--- src/rtl/gpu_cmd_dispatcher.sv ---
`default_nettype none
// ============================================================================
// gpu_cmd_dispatcher - pops raster commands, latches operands, strobes the
// selected engine and waits for its done under a watchdog.   Rev 1.0
// ============================================================================
module gpu_cmd_dispatcher #(
  parameter int WIDTH_BITS     = 10,
  parameter int HEIGHT_BITS    = 9,
  parameter int SCREEN_W       = 640,
  parameter int SCREEN_H       = 480,
  parameter int TIMEOUT_CYCLES = 4096,
  parameter int COUNT_BITS     = 16
) (
  input  logic                   clk,
  input  logic                   n_rst,
  input  logic                   cmd_valid_i,
  input  logic [3:0]             opcode_i,
  input  logic [WIDTH_BITS-1:0]  x1_i,
  input  logic [HEIGHT_BITS-1:0] y1_i,
  input  logic [WIDTH_BITS-1:0]  x2_i,
  input  logic [HEIGHT_BITS-1:0] y2_i,
  input  logic [WIDTH_BITS-1:0]  rad_i,
  input  logic [2:0]             oct_i,
  input  logic                   done_line_i,
  input  logic                   done_fill_i,
  input  logic                   done_arc_i,
  output logic                   pop_o,
  output logic                   run_line_o,
  output logic                   run_fill_o,
  output logic                   run_arc_o,
  output logic [WIDTH_BITS-1:0]  x1_o,
  output logic [HEIGHT_BITS-1:0] y1_o,
  output logic [WIDTH_BITS-1:0]  x2_o,
  output logic [HEIGHT_BITS-1:0] y2_o,
  output logic [WIDTH_BITS-1:0]  rad_o,
  output logic [2:0]             oct_o,
  output logic                   busy_o,
  output logic                   err_o,
  output logic                   timeout_o,
  output logic [COUNT_BITS-1:0]  cmd_count_o
);

  typedef enum logic [1:0] {
    S_IDLE  = 2'd0,
    S_ISSUE = 2'd1,
    S_WAIT  = 2'd2
  } state_t;

  localparam logic [3:0] OP_NOP   = 4'b0000;
  localparam logic [3:0] OP_LINE  = 4'b0100;
  localparam logic [3:0] OP_FILL  = 4'b0101;
  localparam logic [3:0] OP_CLEAR = 4'b0110;
  localparam logic [3:0] OP_ARC   = 4'b0111;

  // Engine select, one-hot in the order {arc, fill, line}
  localparam logic [2:0] ENG_NONE = 3'b000;
  localparam logic [2:0] ENG_LINE = 3'b001;
  localparam logic [2:0] ENG_FILL = 3'b010;
  localparam logic [2:0] ENG_ARC  = 3'b100;

  localparam int  WD_BITS = (TIMEOUT_CYCLES > 1) ? $clog2(TIMEOUT_CYCLES) : 1;
  localparam bit  WD_EN   = (TIMEOUT_CYCLES != 0);
  localparam logic [WD_BITS-1:0] WD_LAST =
    (TIMEOUT_CYCLES > 0) ? WD_BITS'(TIMEOUT_CYCLES - 1) : {WD_BITS{1'b0}};

  localparam logic [WIDTH_BITS-1:0]  CLR_X2 = WIDTH_BITS'(SCREEN_W - 1);
  localparam logic [HEIGHT_BITS-1:0] CLR_Y2 = HEIGHT_BITS'(SCREEN_H - 1);

  state_t                 state_q, state_d;
  logic [2:0]             eng_q, eng_d;
  logic                   pop_q, pop_d;
  logic [2:0]             run_q, run_d;
  logic                   busy_q, busy_d;
  logic                   err_q, err_d;
  logic                   timeout_q, timeout_d;
  logic [COUNT_BITS-1:0]  count_q, count_d;
  logic [WD_BITS-1:0]     wd_q, wd_d;
  logic [WIDTH_BITS-1:0]  x1_q, x1_d;
  logic [HEIGHT_BITS-1:0] y1_q, y1_d;
  logic [WIDTH_BITS-1:0]  x2_q, x2_d;
  logic [HEIGHT_BITS-1:0] y2_q, y2_d;
  logic [WIDTH_BITS-1:0]  rad_q, rad_d;
  logic [2:0]             oct_q, oct_d;

  always_ff @(posedge clk or negedge n_rst) begin
    if (!n_rst) begin
      state_q   <= S_IDLE;
      eng_q     <= ENG_NONE;
      pop_q     <= 1'b0;
      run_q     <= 3'b000;
      busy_q    <= 1'b0;
      err_q     <= 1'b0;
      timeout_q <= 1'b0;
      count_q   <= '0;
      wd_q      <= '0;
      x1_q      <= '0;
      y1_q      <= '0;
      x2_q      <= '0;
      y2_q      <= '0;
      rad_q     <= '0;
      oct_q     <= '0;
    end else begin
      state_q   <= state_d;
      eng_q     <= eng_d;
      pop_q     <= pop_d;
      run_q     <= run_d;
      busy_q    <= busy_d;
      err_q     <= err_d;
      timeout_q <= timeout_d;
      count_q   <= count_d;
      wd_q      <= wd_d;
      x1_q      <= x1_d;
      y1_q      <= y1_d;
      x2_q      <= x2_d;
      y2_q      <= y2_d;
      rad_q     <= rad_d;
      oct_q     <= oct_d;
    end
  end

  // Pulse outputs are computed one state ahead so they line up with ISSUE.
  always_comb begin
    state_d   = state_q;
    eng_d     = eng_q;
    pop_d     = 1'b0;
    run_d     = 3'b000;
    err_d     = 1'b0;
    timeout_d = 1'b0;
    count_d   = count_q;
    wd_d      = wd_q;
    x1_d      = x1_q;
    y1_d      = y1_q;
    x2_d      = x2_q;
    y2_d      = y2_q;
    rad_d     = rad_q;
    oct_d     = oct_q;

    unique case (state_q)
      S_IDLE: begin
        if (cmd_valid_i) begin
          state_d = S_ISSUE;
          pop_d   = 1'b1;
          case (opcode_i)
            OP_LINE, OP_FILL: begin
              eng_d = (opcode_i == OP_LINE) ? ENG_LINE : ENG_FILL;
              x1_d  = x1_i;
              y1_d  = y1_i;
              x2_d  = x2_i;
              y2_d  = y2_i;
            end
            OP_CLEAR: begin
              eng_d = ENG_FILL;
              x1_d  = '0;
              y1_d  = '0;
              x2_d  = CLR_X2;
              y2_d  = CLR_Y2;
            end
            OP_ARC: begin
              // Arc centre arrives on the x2/y2 lanes of the FIFO entry
              eng_d = ENG_ARC;
              x1_d  = x2_i;
              y1_d  = y2_i;
              rad_d = rad_i;
              oct_d = oct_i;
            end
            OP_NOP: begin
              eng_d = ENG_NONE;
            end
            default: begin
              eng_d = ENG_NONE;
              err_d = 1'b1;
            end
          endcase
          run_d = eng_d;
        end
      end

      S_ISSUE: begin
        if (eng_q != ENG_NONE) begin
          state_d = S_WAIT;
          wd_d    = '0;
        end else begin
          state_d = S_IDLE;
          if (!err_q) begin
            count_d = count_q + 1'b1;
          end
        end
      end

      S_WAIT: begin
        wd_d = wd_q + 1'b1;
        if ((eng_q & {done_arc_i, done_fill_i, done_line_i}) != 3'b000) begin
          state_d = S_IDLE;
          count_d = count_q + 1'b1;
        end else if (WD_EN && (wd_q == WD_LAST)) begin
          state_d   = S_IDLE;
          timeout_d = 1'b1;
        end
      end

      default: begin
        state_d = S_IDLE;
      end
    endcase

    busy_d = (state_d != S_IDLE);
  end

  assign pop_o       = pop_q;
  assign run_line_o  = run_q[0];
  assign run_fill_o  = run_q[1];
  assign run_arc_o   = run_q[2];
  assign busy_o      = busy_q;
  assign err_o       = err_q;
  assign timeout_o   = timeout_q;
  assign cmd_count_o = count_q;
  assign x1_o        = x1_q;
  assign y1_o        = y1_q;
  assign x2_o        = x2_q;
  assign y2_o        = y2_q;
  assign rad_o       = rad_q;
  assign oct_o       = oct_q;

endmodule
`default_nettype wire

--- config.mk ---
export PLATFORM = sky130hd
export DESIGN_NAME = gpu_cmd_dispatcher
export DESIGN_NICKNAME = d
export VERILOG_FILES = /design/src/rtl/gpu_cmd_dispatcher.sv
export SDC_FILE = /design/constraint.sdc
export NUM_CORES = 1
export LEC_CHECK = 0
export ABC_AREA = 1
export CORE_AREA = 3 3 106 108
export DETAILED_ROUTE_END_ITERATION = 10
export DIE_AREA = 0 0 109 111
export GPL_ROUTABILITY_DRIVEN = 0
export HOLD_SLACK_MARGIN = 0.08
export PLACE_DENSITY = 0.86
export REMOVE_ABC_BUFFERS = 1
export SYNTH_ARGS = -nofsm -noshare
export SYNTH_HDL_FRONTEND = slang
export SYNTH_SLANG_ARGS = --single-unit
--- constraint.sdc ---
create_clock -name clk -period 1.31 [get_ports clk]
set_input_delay 0.131 -clock clk [delete_from_list [all_inputs] [get_ports clk]]
set_output_delay 0.131 -clock clk [all_outputs]
set_load 0.01 [all_outputs]
After elaboration in Yosys (flattened, before gate mapping)
Cells that the tools add are included.

storage, ports and cells
  register bits = 91
  output and inout bits = 74
  input port bits = 61
  word-level logic and storage cells = 72

operators by class
  reductions and logical operators = 16
  bitwise operators = 1
  eq/ne operators = 11
  muxes and demuxes = 27
  $add $sub $neg = 2

operators by type and width
  cell                                                  count
  two-way mux 16 bit                                    3
  case mux 16 bit (2 select lines)                      1
  case mux 10 bit (3 select lines)                      1
  case mux 9 bit (3 select lines)                       1
  case mux 12 bit (2 select lines)                      1
  case mux 10 bit (2 select lines)                      1
  case mux 9 bit (2 select lines)                       1
  adder 16 x 1 -> 16 bit (second input constant)        1
  equality test 4 x 3 -> 1 bit (second input constant)  4
  adder 12 x 1 -> 12 bit (second input constant)        1
  equality test 12 bit (second input constant)          1
  two-way mux 12 bit                                    1
  two-way mux 2 bit                                     5
  case mux 3 bit (3 select lines)                       1
  AND reduction 3 bit                                   3
  nonzero test 3 bit                                    3
  two-way mux 1 bit                                     8
  inequality test 2 bit (second input constant)         4
  two-way mux 3 bit                                     2
  case mux 2 bit (3 select lines)                       1
  nonzero test 2 bit                                    3
  OR reduction 5 bit                                    1
  zero test 4 bit                                       1
  AND reduction 2 bit                                   2
  6 further kinds                                       6

Logic depth before layout (Yosys ltp)
Gate-level depths: netlist of run 1.

  word-level depth = 5
  depth in mapped cells = 9
  gate-level depth less buffers = 8

Worst setup path before layout of run 1
OpenSTA, ideal clock, no wires.

  path type = register to register
  start point = reg count_q[0] (netlist: cmd_count_o[0])
  end point = reg count_q[14] (netlist: cmd_count_o[14])
  setup time = 0.117 ns
  setup slack = -0.103 ns
  arrival = 1.296 ns
  clock period less this slack = 1.413 ns
  cell stages (with the launch flop) = 7
  buffers on the path = 0
  path through = dfrtp_1 > ha_1 > nand2_1 > nor3_1 > nand3_1 > nand2_1 > nand2_1

on the way
  longest elaborated chain between the ends = 4
  elaborated cells between the ends (all ways) = 5

RTL lines
  element                               RTL line  RTL
  start, declared                       76        logic [COUNT_BITS-1:0] count_q, count_d;
  start signal, assigned                110       count_q <= count_d;
  adder 16 x 1 -> 16 bit (*)            185, 194
  two-way mux 16 bit                    184       if (!err_q) begin
  two-way mux 16 bit                    179       if (eng_q != ENG_NONE) begin
  case mux 16 bit (2 select lines) (*)  138       unique case (state_q)

Mark *: on every way between the ends. The rest lies on a longest branch, timed or not. The select of a mux whose other input is x is not followed.
A chain may end at the register's enable or synchronous reset.

Final worst setup path of run 1
  start point = reg state_q[0]
  end point = reg y1_q[5] (netlist: y1_o[5])

on the way
  longest elaborated chain between the ends = 2

RTL lines
  element                        RTL line  RTL
  start, declared                69        state_t state_q, state_d;
  start signal, assigned         103       state_q <= state_d;
  zero test 2 bit                138
  AND reduction 3 bit (no line)  n/a
  end signal, assigned           113       y1_q <= y1_d;
  end, declared                  79        logic [HEIGHT_BITS-1:0] y1_q, y1_d;

No other way between the ends.

==> results of run 1 <==
logic make-up (layout without fill, tap and decap cells):
logic type      count (synthesis)  after routing  share of synthesized area (%)
simple gates                  279            282                          27.72
compound gates                 79             79                          10.25
fa+ha+maj                       2              2                         0.5791
buf+inv                        68            279                          7.124
flops                          91             91                          52.71
xor+xnor                        8              8                          1.622
registers in the layout (all words and copies together), names as in the netlist, 2 cells and up:
name	count
wd_q	12
y2_o	9
oct_o	3
cmd_count_o	16
run_q	3
state_q	2
y1_o	9
x2_o	10
eng_q	3
x1_o	10
rad_o	10
Yosys cell counts:
master	instances
o22ai_1	2
a21oi_1	28
nand2_1	149
dfrtp_1	91
buf_2	9
nor2_2	1
ha_1	2
nand2_2	2
nand3_4	1
nor2_4	5
clkbuf_1	2
o21ai_0	16
buf_4	5
xor2_1	4
xnor2_1	4
nand3_1	44
a21oi_2	12
o21ai_1	21
inv_2	5
nor2_1	61
nor3_1	6
inv_1	44
buf_6	3
nand4_1	9
nor3_2	1
final cells by class:
| type | count | area (sq um) |
|---|---|---|
| multi-input cells | 371 | 2402 |
| well taps | 136 | 170.2 |
| flip-flops and latches | 91 | 2280 |
| repair inverters | 2 | 41.29 |
| repair buffers | 213 | 2123 |
| fillers | 656 | 2912 |
| inverters | 49 | 205.2 |
| clock inverters | 5 | 62.56 |
| clock buffers | 10 | 127.6 |
through the flow:
step / total power, mW / TNS [ps] / hold slack (ps) / worst slack, ps
2_1_floorplan: 6.210 / -16530 / -164.6 / -614.2
3_3_place_gp: 8.961 / -15150 / 39.59 / -234.8
3_5_place_dp: 9.154 / -17970 / 42.95 / -331.4
4_1_cts: 10.65 / -69.17 / 190.2 / -13.98
5_1_grt: 12.99 / -7615 / 217.8 / -211.1
6_report: 12.42 / -4131 / 202.5 / -164.2
power groups by stage:
stage	Sequential [mW]	Combinational [mW]	Clock, mW
floorplan	4.80	1.41	0
global placement	4.41	4.55	0
detailed placement	4.44	4.72	0
CTS	4.36	4.33	1.96
global route	4.71	6.19	2.09
finish	4.63	5.83	1.96
per-layer routing:
layer | GRT usage [%] | up-vias
met5 | 0 | -
met4 | 8.502 | 0
met2 | 36.49 | 294
met3 | 7.804 | 56
met1 | 26.19 | 2313
li1 | - | 2109
critical path: cells and delay by family, from the launching register on:
kind,cells,cell delay [ps]
AO/OA/AOI/OAI,2,240
flip-flops,1,450
buffers and inverters,4,450
AND/OR/NAND/NOR,2,230
what timing repair did:
item | in CTS | in global routing
setup endpoints to repair | 142 | 86
gates resized for setup | 101 | 188
setup buffers | 12 | 19
gates cloned | 2 | 9
hold endpoints to repair | 91 | 0
hold buffers | 1 | 0
pin swaps | 3 | 31
worst paths after layout:
path	from	to	slack, ps	depth (start not counted)
min in group clk	rad_i[3]	rad_o[3]	300	3
max in group asynchronous	n_rst	wd_q[3]	530	3
min	n_rst	y2_o[3]	200	2
min reg2reg	oct_o[1]	oct_o[1]	480	2
max	state_q[0]	y1_o[5]	-160	8
max reg2reg	state_q[0]	y1_o[5]	-160	8
==> impl_metrics.tcl, run 1 <==
set metrics [dict create \
    outcome "finished with violations" \
    violations "negative setup slack" \
    min_path_type "input pin to asynchronous set/reset pin" \
    postPlaceCellArea_sq_um 6083 \
    worstSkewPairLatency_ps 360 \
    path_class "flip-flop to flip-flop" \
    drt_pass1_iterations 5 \
    path_clk_slew_ps 100 \
    gr-total-overflow 0 \
    ir_worst_vdd_mv 1.108 \
    fp.dieH_um 111 \
    mostFrequentLayoutCells "119 x nand2_1, 89 x dfrtp_1, 71 x dlygate4sd2_1" \
    yosysUniqueCellTypes 25 \
    drive_gt1_share_pct 32.93 \
    yosysWarningCount 0 \
    top_layer_used "met4" \
    wl_met2_um 8781 \
    route.vias.total 4772 \
    rsz0062_at_grt "yes" \
    seq_power_share_pct 37.2 \
    hpwlAfterDp_um 9304 \
    grt_pass1_wl_um 21490 \
    wirelength_um 16780 \
    maxSlewHeadroom_pct 77.66 \
    root_buffer "clkbuf_8" \
    port-buffer-count 134 \
    synth_seq_area_share_pct 52.71 \
    fmax_mhz 678.3 \
    power_frac_comb_pct 46.9 \
    num_rows 37 \
    synth_area_leaders "dfrtp_1 53%, nand2_1 13%, nor2_1 5.3%" \
    wl_per_cell_um 19.13 \
    max_slew.worst_pin.slew_ps 335.1 \
    min_period_ps 1474 \
    drt_iter0_markers 278 \
    synth_largest_type_area_fraction_pct 52.71 \
    clkPwrFrac_pct 15.8 \
    slew_viol_final 0 \
    routed_via_density 5.441 \
    grt_max_degree 45 \
    groute.usage.overall_pct 22.14 \
    met1_length_um 5888 \
    leakagePower_nw 3.462 \
    p_int_mw 7.468 \
    drc 0 \
    ys_seq_elements 91 \
    end_kind "flip-flop" \
    switchingPower_mw 4.957 \
    final_util_pct 71.80 \
    grt_pass1_vias 4528 \
    cts_tree "yes" \
    drv_cap 0 \
    antenna_found_initial 0 \
    start_util_pct 41.85 \
    fin_area_sq_um 7412 \
    core_sq_um 10320 \
    antenna_left 0 \
    cts.path.max_buffers 2 \
    final_common_cell "nand2_1" \
    setup_ws_ps -164.2 \
    fin_cells 877 \
    crit_arrival_ps 1720 \
    h-tree-depth 3 \
    cts_made_buffers 9 \
    yosysTopAreaCell "dfrtp_1" \
    netlist_instances 527 \
    die_w_um 109 \
    cp-start-kind "flip-flop" \
    required_ps 1560 \
    fin_crit_sh_pct 112.5 \
    cp_cell_sequence "inv_2, nand3_4, nor2_4, buf_12, buf_12, clkinv_16, a21oi_1, a21oi_1" \
    dp_cells 820 \
    setup_violations 56 \
    fin_nets 800 \
    area_growth_pct 71.56 \
    swShare_pct 39.90 \
    path_max_fanout 5 \
    cpPeakStageDelay_ps 450 \
    die_area_sq_um 12100 \
    clock_sinks 91 \
    skew_ps 15.34 \
    dr_wl_met3_um 1527 \
    antenna_cells 0 \
    p_per_area_nw_per_um2 1676 \
    syn_area_sq_um 4320 \
    syn_area_per_cell_sq_um 8.198 \
    finalHoldViolations 0 \
    ios 135 \
    slowest_stage "dfrtp_2" \
]
Power figures use the tool's default switching activity.
==> inputs of run 2 (changes only) <==
- ABC_AREA: 1 -> not set
- CORE_AREA: 3 3 106 108 -> 3 3 103 105
- DIE_AREA: 0 0 109 111 -> 0 0 106 108
- PLACE_DENSITY: 0.86 -> 0.85
==> run 2 against run 1 <==
  * The run still ends with negative setup slack left
  * Synthesized cell count down 31%
  * Clock skew rose by 3.7 ps
  * Wire length fell by 28%
  * Global-route usage decreased by 1.1 points
  * Flip-flop and latch count did not move
  * Critical path type unchanged
  * Highest routed layer unchanged
==> impl_metrics.tcl, run 2 <==
set metrics [dict create \
    outcome "finished with violations" \
    setup_ws_ps -375.8 \
    grt_pass1_vias 3833 \
    synth_top_family_by_area "simple AND/OR/NAND/NOR gates" \
    maxSlewHeadroom_pct 74.41 \
    die_w_um 106 \
    yosys.area_share.xor_xnor_pct 3.779 \
    mostFrequentLayoutCells "90 x dfrtp_1, 68 x dlygate4sd2_1, 59 x clkdlybuf4s50_1" \
    route.vias.total 3660 \
    clkPwrFrac_pct 34.7 \
    cp-start-kind "flip-flop" \
    antenna_found_initial 0 \
    area_growth_pct 66.47 \
    ios 135 \
    min_path_type "input pin to asynchronous set/reset pin" \
    num_rows 36 \
    rsz0062_at_grt "yes" \
    synth_edf_count 0 \
    path_clk_slew_ps 90 \
    skew_ps 19.01 \
    routed_via_density 5.177 \
    antenna_left 0 \
    syn_area_sq_um 3940 \
    finalHoldViolations 0 \
    fin_nets 632 \
    min_period_ps 1686 \
    synth_mux_area_share_pct 4.763 \
    final_common_cell "dfrtp_1" \
    p_per_area_nw_per_um2 745.6 \
    wl_per_cell_um 17.17 \
    leakagePower_nw 3.301 \
    clock_sinks 91 \
    drive_gt1_share_pct 27.53 \
    port-buffer-count 134 \
    grt_max_degree 33 \
    end_kind "flip-flop" \
    setup.worst_path.start "state_q[0]" \
    slew_viol_final 0 \
    final_util_pct 67.41 \
    ys_seq_elements 91 \
    syn_area_per_cell_sq_um 10.77 \
    largest_reg_flops 16 \
    wirelength_um 12140 \
    seq_power_share_pct 57.4 \
    netlist_instances 366 \
    groute.usage.overall_pct 21.06 \
    drv_cap 0 \
    drc 0 \
    antenna_cells 0 \
    crit_arrival_ps 1920 \
    synth_seq_area_share_pct 57.80 \
    cts.path.max_buffers 2 \
    gr-total-overflow 0 \
    synth_flop_cell "dfrtp_1" \
    worstReg2RegStart "state_q[0]" \
    swShare_pct 23.73 \
    met3_usage_pct 6.925 \
    use_met1_pct 24.63 \
    r2r_end "cmd_count_o[4]" \
    yosysMostFrequentCell "dfrtp_1" \
    path_class "flip-flop to flip-flop" \
    p_int_mw 3.730 \
    yosysTopAreaCell "dfrtp_1" \
    rr_worst_depth 5 \
    synth_commonest_cells "91 x dfrtp_1, 55 x nand2_1, 47 x o21ai_0" \
    crit_end "cmd_count_o[4]" \
    fp.dieH_um 108 \
    grt_pass1_wl_um 19110 \
    setup_violations 88 \
    fin_crit_sh_pct 128.7 \
    cts_tree "yes" \
    cts_made_buffers 9 \
    root_buffer "clkbuf_8" \
    drt_iter0_markers 147 \
    hpwlAfterDp_um 7841 \
    grtUsageMet2_pct 37.93 \
    drt_pass1_iterations 6 \
    core_sq_um 9729 \
    synth_compound_area_share_pct 12.67 \
    power_frac_comb_pct 7.9 \
    async_reset_ff_share_pct 100.0 \
    yosysWarningCount 0 \
    fin_hold_ws_ps 172.2 \
    die_area_sq_um 11450 \
    h-tree-depth 3 \
    fmax_mhz 593.2 \
    switchingPower_mw 1.160 \
    synth_largest_type_area_fraction_pct 57.80 \
    synthAdderAreaFrac_pct 0.6351 \
    ir_worst_vdd_mv 0.5682 \
    yosysUniqueCellTypes 42 \
    start_util_pct 40.50 \
    synthSimpleGateAreaFrac_pct 17.59 \
    path_max_fanout 10 \
    synth_area_leaders "dfrtp_1 58%, o21ai_0 6.0%, nand2_1 5.2%" \
    required_ps 1550 \
    busiest_layer "met2" \
    violations "negative setup slack" \
    r2r_slack_ps -380 \
    worstSkewPairLatency_ps 360 \
    max_slew.worst_pin.slew_ps 383.9 \
]
## run 2: cell types whose count changed in the layout (fill, tap and decap cells not counted), moves of 19 or more
cell     previous run  this run
nor2_1             42        23
inv_1              36         2
nand3_1            32         6
a22oi_1             0        19
nand2_1           119        47
a21oi_2            20         1
## run 2: cell type report
type / count / area (sq um)
Clock inverter: 5 / 40.04
Fill cell: 756 / 3171
Timing Repair Buffer: 212 / 2128
Inverter: 3 / 11.26
Multi-Input combinational cell: 252 / 1803
Tap cell: 133 / 166.4
Sequential cell: 91 / 2278
Clock buffer: 11 / 131.4
## run 2: per-stage QoR
stage / cell area, sq um / setup slack [ps] / power, mW / instances / TNS (ps)
final: 6559 / -375.8 / 4.890 / 707 / -18120
after global routing: 6559 / -445.2 / 5.108 / 707 / -24500
after CTS: 6292 / -329.4 / 4.947 / 697 / -18000
after detailed placement: 5806 / -500.1 / 3.232 / 662 / -27900
after global placement: 5806 / -402.2 / 3.221 / 662 / -24010
after floorplan: 3842 / -1007 / 2.929 / 346 / -44390
## run 2: kinds of logic after synthesis
| logic type | Yosys count |
|---|---|
| flops | 91 |
| fa+ha+maj | 2 |
| xor+xnor | 17 |
| mux | 17 |
| simple gates | 134 |
| compound gates | 82 |
| buf+inv | 23 |
## run 2: worst max-delay path: stages (launching register included)
cell	delay, ps
dfrtp_2	430
or3b_4	410
o22ai_4	240
buf_12	190
nand4_1	140
xnor2_1	170
## run 2: timing repair
item / 4_1_cts / 5_1_grt
buffers inserted: 12 / 11
pin swaps: 9 / 17
gates cloned: 6 / 0
hold buffers: 1 / 0
gates resized for setup: 123 / 78
setup endpoints to repair: 162 / 91
endpoints found under the hold margin: 91 / 0
## run 2: power by group through the flow
| stage | Combinational (mW) | Clock, mW | Sequential, mW |
|---|---|---|---|
| after floorplan | 0.0659 | 0 | 2.86 |
| after global placement | 0.359 | 0 | 2.86 |
| after detailed placement | 0.370 | 0 | 2.86 |
| after CTS | 0.389 | 1.75 | 2.81 |
| after global routing | 0.424 | 1.88 | 2.81 |
| final | 0.388 | 1.70 | 2.81 |
## run 2: worst min path at each step
| stage | start | endpoint | slack (ps) | cells past startpoint |
|---|---|---|---|---|
| 2_1_floorplan | n_rst | busy_o | -160 | 0 |
| 3_3_place_gp | n_rst | wd_q[6] | -4 | 1 |
| 3_5_place_dp | n_rst | wd_q[6] | -4 | 1 |
| 4_1_cts | n_rst | wd_q[11] | 160 | 2 |
| 5_1_grt | n_rst | wd_q[11] | 150 | 2 |
| 6_report | n_rst | wd_q[11] | 170 | 2 |
## run 2: per-layer routing
| layer | vias to the layer above | part of all wire [%] |
|---|---|---|
| li1 | 1701 | - |
| met1 | 1830 | 38 |
| met2 | 118 | 55 |
| met3 | 11 | 5.8 |
| met4 | 0 | 0.77 |
| met5 | - | 0 |
==> inputs of run 3 (changes only) <==
- CORE_AREA: 3 3 103 105 -> 2 2 102 104
- DIE_AREA: 0 0 106 108 -> 0 0 104 106
==> run 3 against run 2 <==
  * The flow still finishes with violations (negative setup slack)
  * Sequential share of layout area decreased by 0.81 points
  * Flip-flop and latch count unchanged
  * Critical endpoint is now cmd_count_o[11]
  * Clock power up 22%
  * Power rose by 7.8%
  * Largest cell class unchanged
==> impl_metrics.tcl, run 3 (synthesized netlist as in run 2, its figures left out) <==
set metrics [dict create \
    outcome "finished with violations" \
    violations "negative setup slack" \
    path_clk_slew_ps 90 \
    nFillCells 772 \
    fmax_mhz 624.4 \
    grt_pass1_wl_um 18930 \
    antenna_found_initial 0 \
    routed_via_density 5.127 \
    wirelength_um 12060 \
    max_slew.worst_pin.slew_ps 403.1 \
    grt_pass1_vias 3818 \
    drc 0 \
    skew_ps 11.89 \
    end_kind "flip-flop" \
    slew_viol_final 0 \
    hpwlAfterDp_um 7545 \
    groute.usage.overall_pct 21.56 \
    ios 135 \
    root_buffer "clkbuf_8" \
    path_max_fanout 6 \
    fin_crit_sh_pct 122.2 \
    drive_gt1_share_pct 29.07 \
    crit_arrival_ps 1870 \
    required_ps 1580 \
    start_util_pct 39.40 \
    wl_per_cell_um 16.89 \
    setup_violations 87 \
    cts.path.max_buffers 2 \
    ir_worst_vdd_mv 0.6248 \
    place_ws_ps -542.9 \
    fin_hold_ws_ps 258.7 \
    fin_area_sq_um 6711 \
    gr-total-overflow 0 \
    postPlaceCellArea_sq_um 5804 \
    cts_made_buffers 9 \
    core_sq_um 10000 \
    mostFrequentLayoutCells "91 x dfrtp_1, 69 x dlygate4sd2_1, 58 x clkdlybuf4s50_1" \
    cts_tree "yes" \
    leakagePower_nw 3.369 \
    drt_pass1_iterations 4 \
    fin_nets 636 \
    maxSlewHeadroom_pct 73.13 \
    clock_sinks 91 \
    antenna_left 0 \
    antenna_cells 0 \
    rr_worst_depth 7 \
    min_period_ps 1601 \
    finalHoldViolations 0 \
    num_rows 37 \
    rsz0062_at_grt "yes" \
    p_per_area_nw_per_um2 785.8 \
    die_w_um 104 \
    fp.dieH_um 106 \
    grt_max_degree 35 \
    drv_cap 0 \
    area_growth_pct 70.34 \
    h-tree-depth 3 \
    die_area_sq_um 11020 \
    cp-start-kind "flip-flop" \
    final_common_cell "dfrtp_1" \
    setup_tns_ps -15740 \
    largest_reg_flops 16 \
    port-buffer-count 134 \
    path_class "flip-flop to flip-flop" \
    setup_ws_ps -291.4 \
    route.vias.total 3661 \
    min_path_type "input pin to asynchronous set/reset pin" \
    drt_iter0_markers 140 \
    worstSkewPairLatency_ps 350 \
]
run 3: cell count changes in the layout (fill, tap and decap cells not counted), moves of 3 or more:
cell / delta
nand2_2: +4
mux2_4: +4
mux2_2: -4
nand2_1: -4
o21ai_1: -11
xnor2_1: +3
o21ai_2: +13
xnor2_2: -3
run 3: layout make-up:
| cell class | count | area [sq um] | area share, % |
|---|---|---|---|
| clock buffer | 10 | 127.6 | 1.902 |
| timing repair buffer | 215 | 2225 | 33.15 |
| tap | 136 | 170.2 | 2.535 |
| inverter | 3 | 11.26 | 0.1678 |
| multi-input combinational | 253 | 1810 | 26.98 |
| sequential | 91 | 2277 | 33.93 |
| clock inverter | 6 | 90.09 | 1.342 |
run 3: critical path, stage by stage (launching register included):
cell and delay (ps):
dfrtp_1 400, buf_6 120, a222oi_1 320, buf_4 210
o22ai_2 130, buf_4 160, nand3_2 50, xnor2_1 120
run 3: metal layers:
metal | vias to the layer above | track usage (%) | wire, um
li1 | 1709 | - | -
met1 | 1811 | 24.00 | 4736
met2 | 123 | 39.47 | 6359
met3 | 18 | 6.009 | 758
met4 | 0 | 7.722 | 202
met5 | - | 0 | 0
run 3: repair_timing:
item                                   4_1_cts  5_1_grt
gates resized for setup                    162       47
cloned                                       9        2
hold buffers                                 1        0
endpoints found under the hold margin       91        0
buffers inserted                            13        7
setup endpoints to repair                  160       90
pin swaps                                   20       11
run 3: final timing paths:
path	to	start	slack [ps]
worst max register to register	cmd_count_o[11]	eng_q[0]	-290
min in group clk	run_q[0]	opcode_i[0]	330
worst min-delay path	wd_q[3]	n_rst	260
worst min register to register	cmd_count_o[15]	cmd_count_o[15]	480
worst max-delay path	cmd_count_o[11]	eng_q[0]	-290
max in group asynchronous	x1_o[3]	n_rst	520
run 3: per-stage QoR:
| stage | power (mW) | util [%] | cells |
|---|---|---|---|
| floorplan | 2.929 | - | 346 |
| global placement | 3.216 | 58.05 | 666 |
| detailed placement | 3.225 | 58.05 | 666 |
| CTS | 5.312 | 64.83 | 705 |
| global route | 5.451 | 67.12 | 714 |
| finish | 5.274 | 67.12 | 714 |
run 3: power breakdown:
group          internal (mW)  total, mW  switching (mW)
Sequential              2.81       2.81               0
Clock                   1.08       2.08            1.00
Combinational          0.220      0.387           0.168
Total                   4.11       5.27            1.17
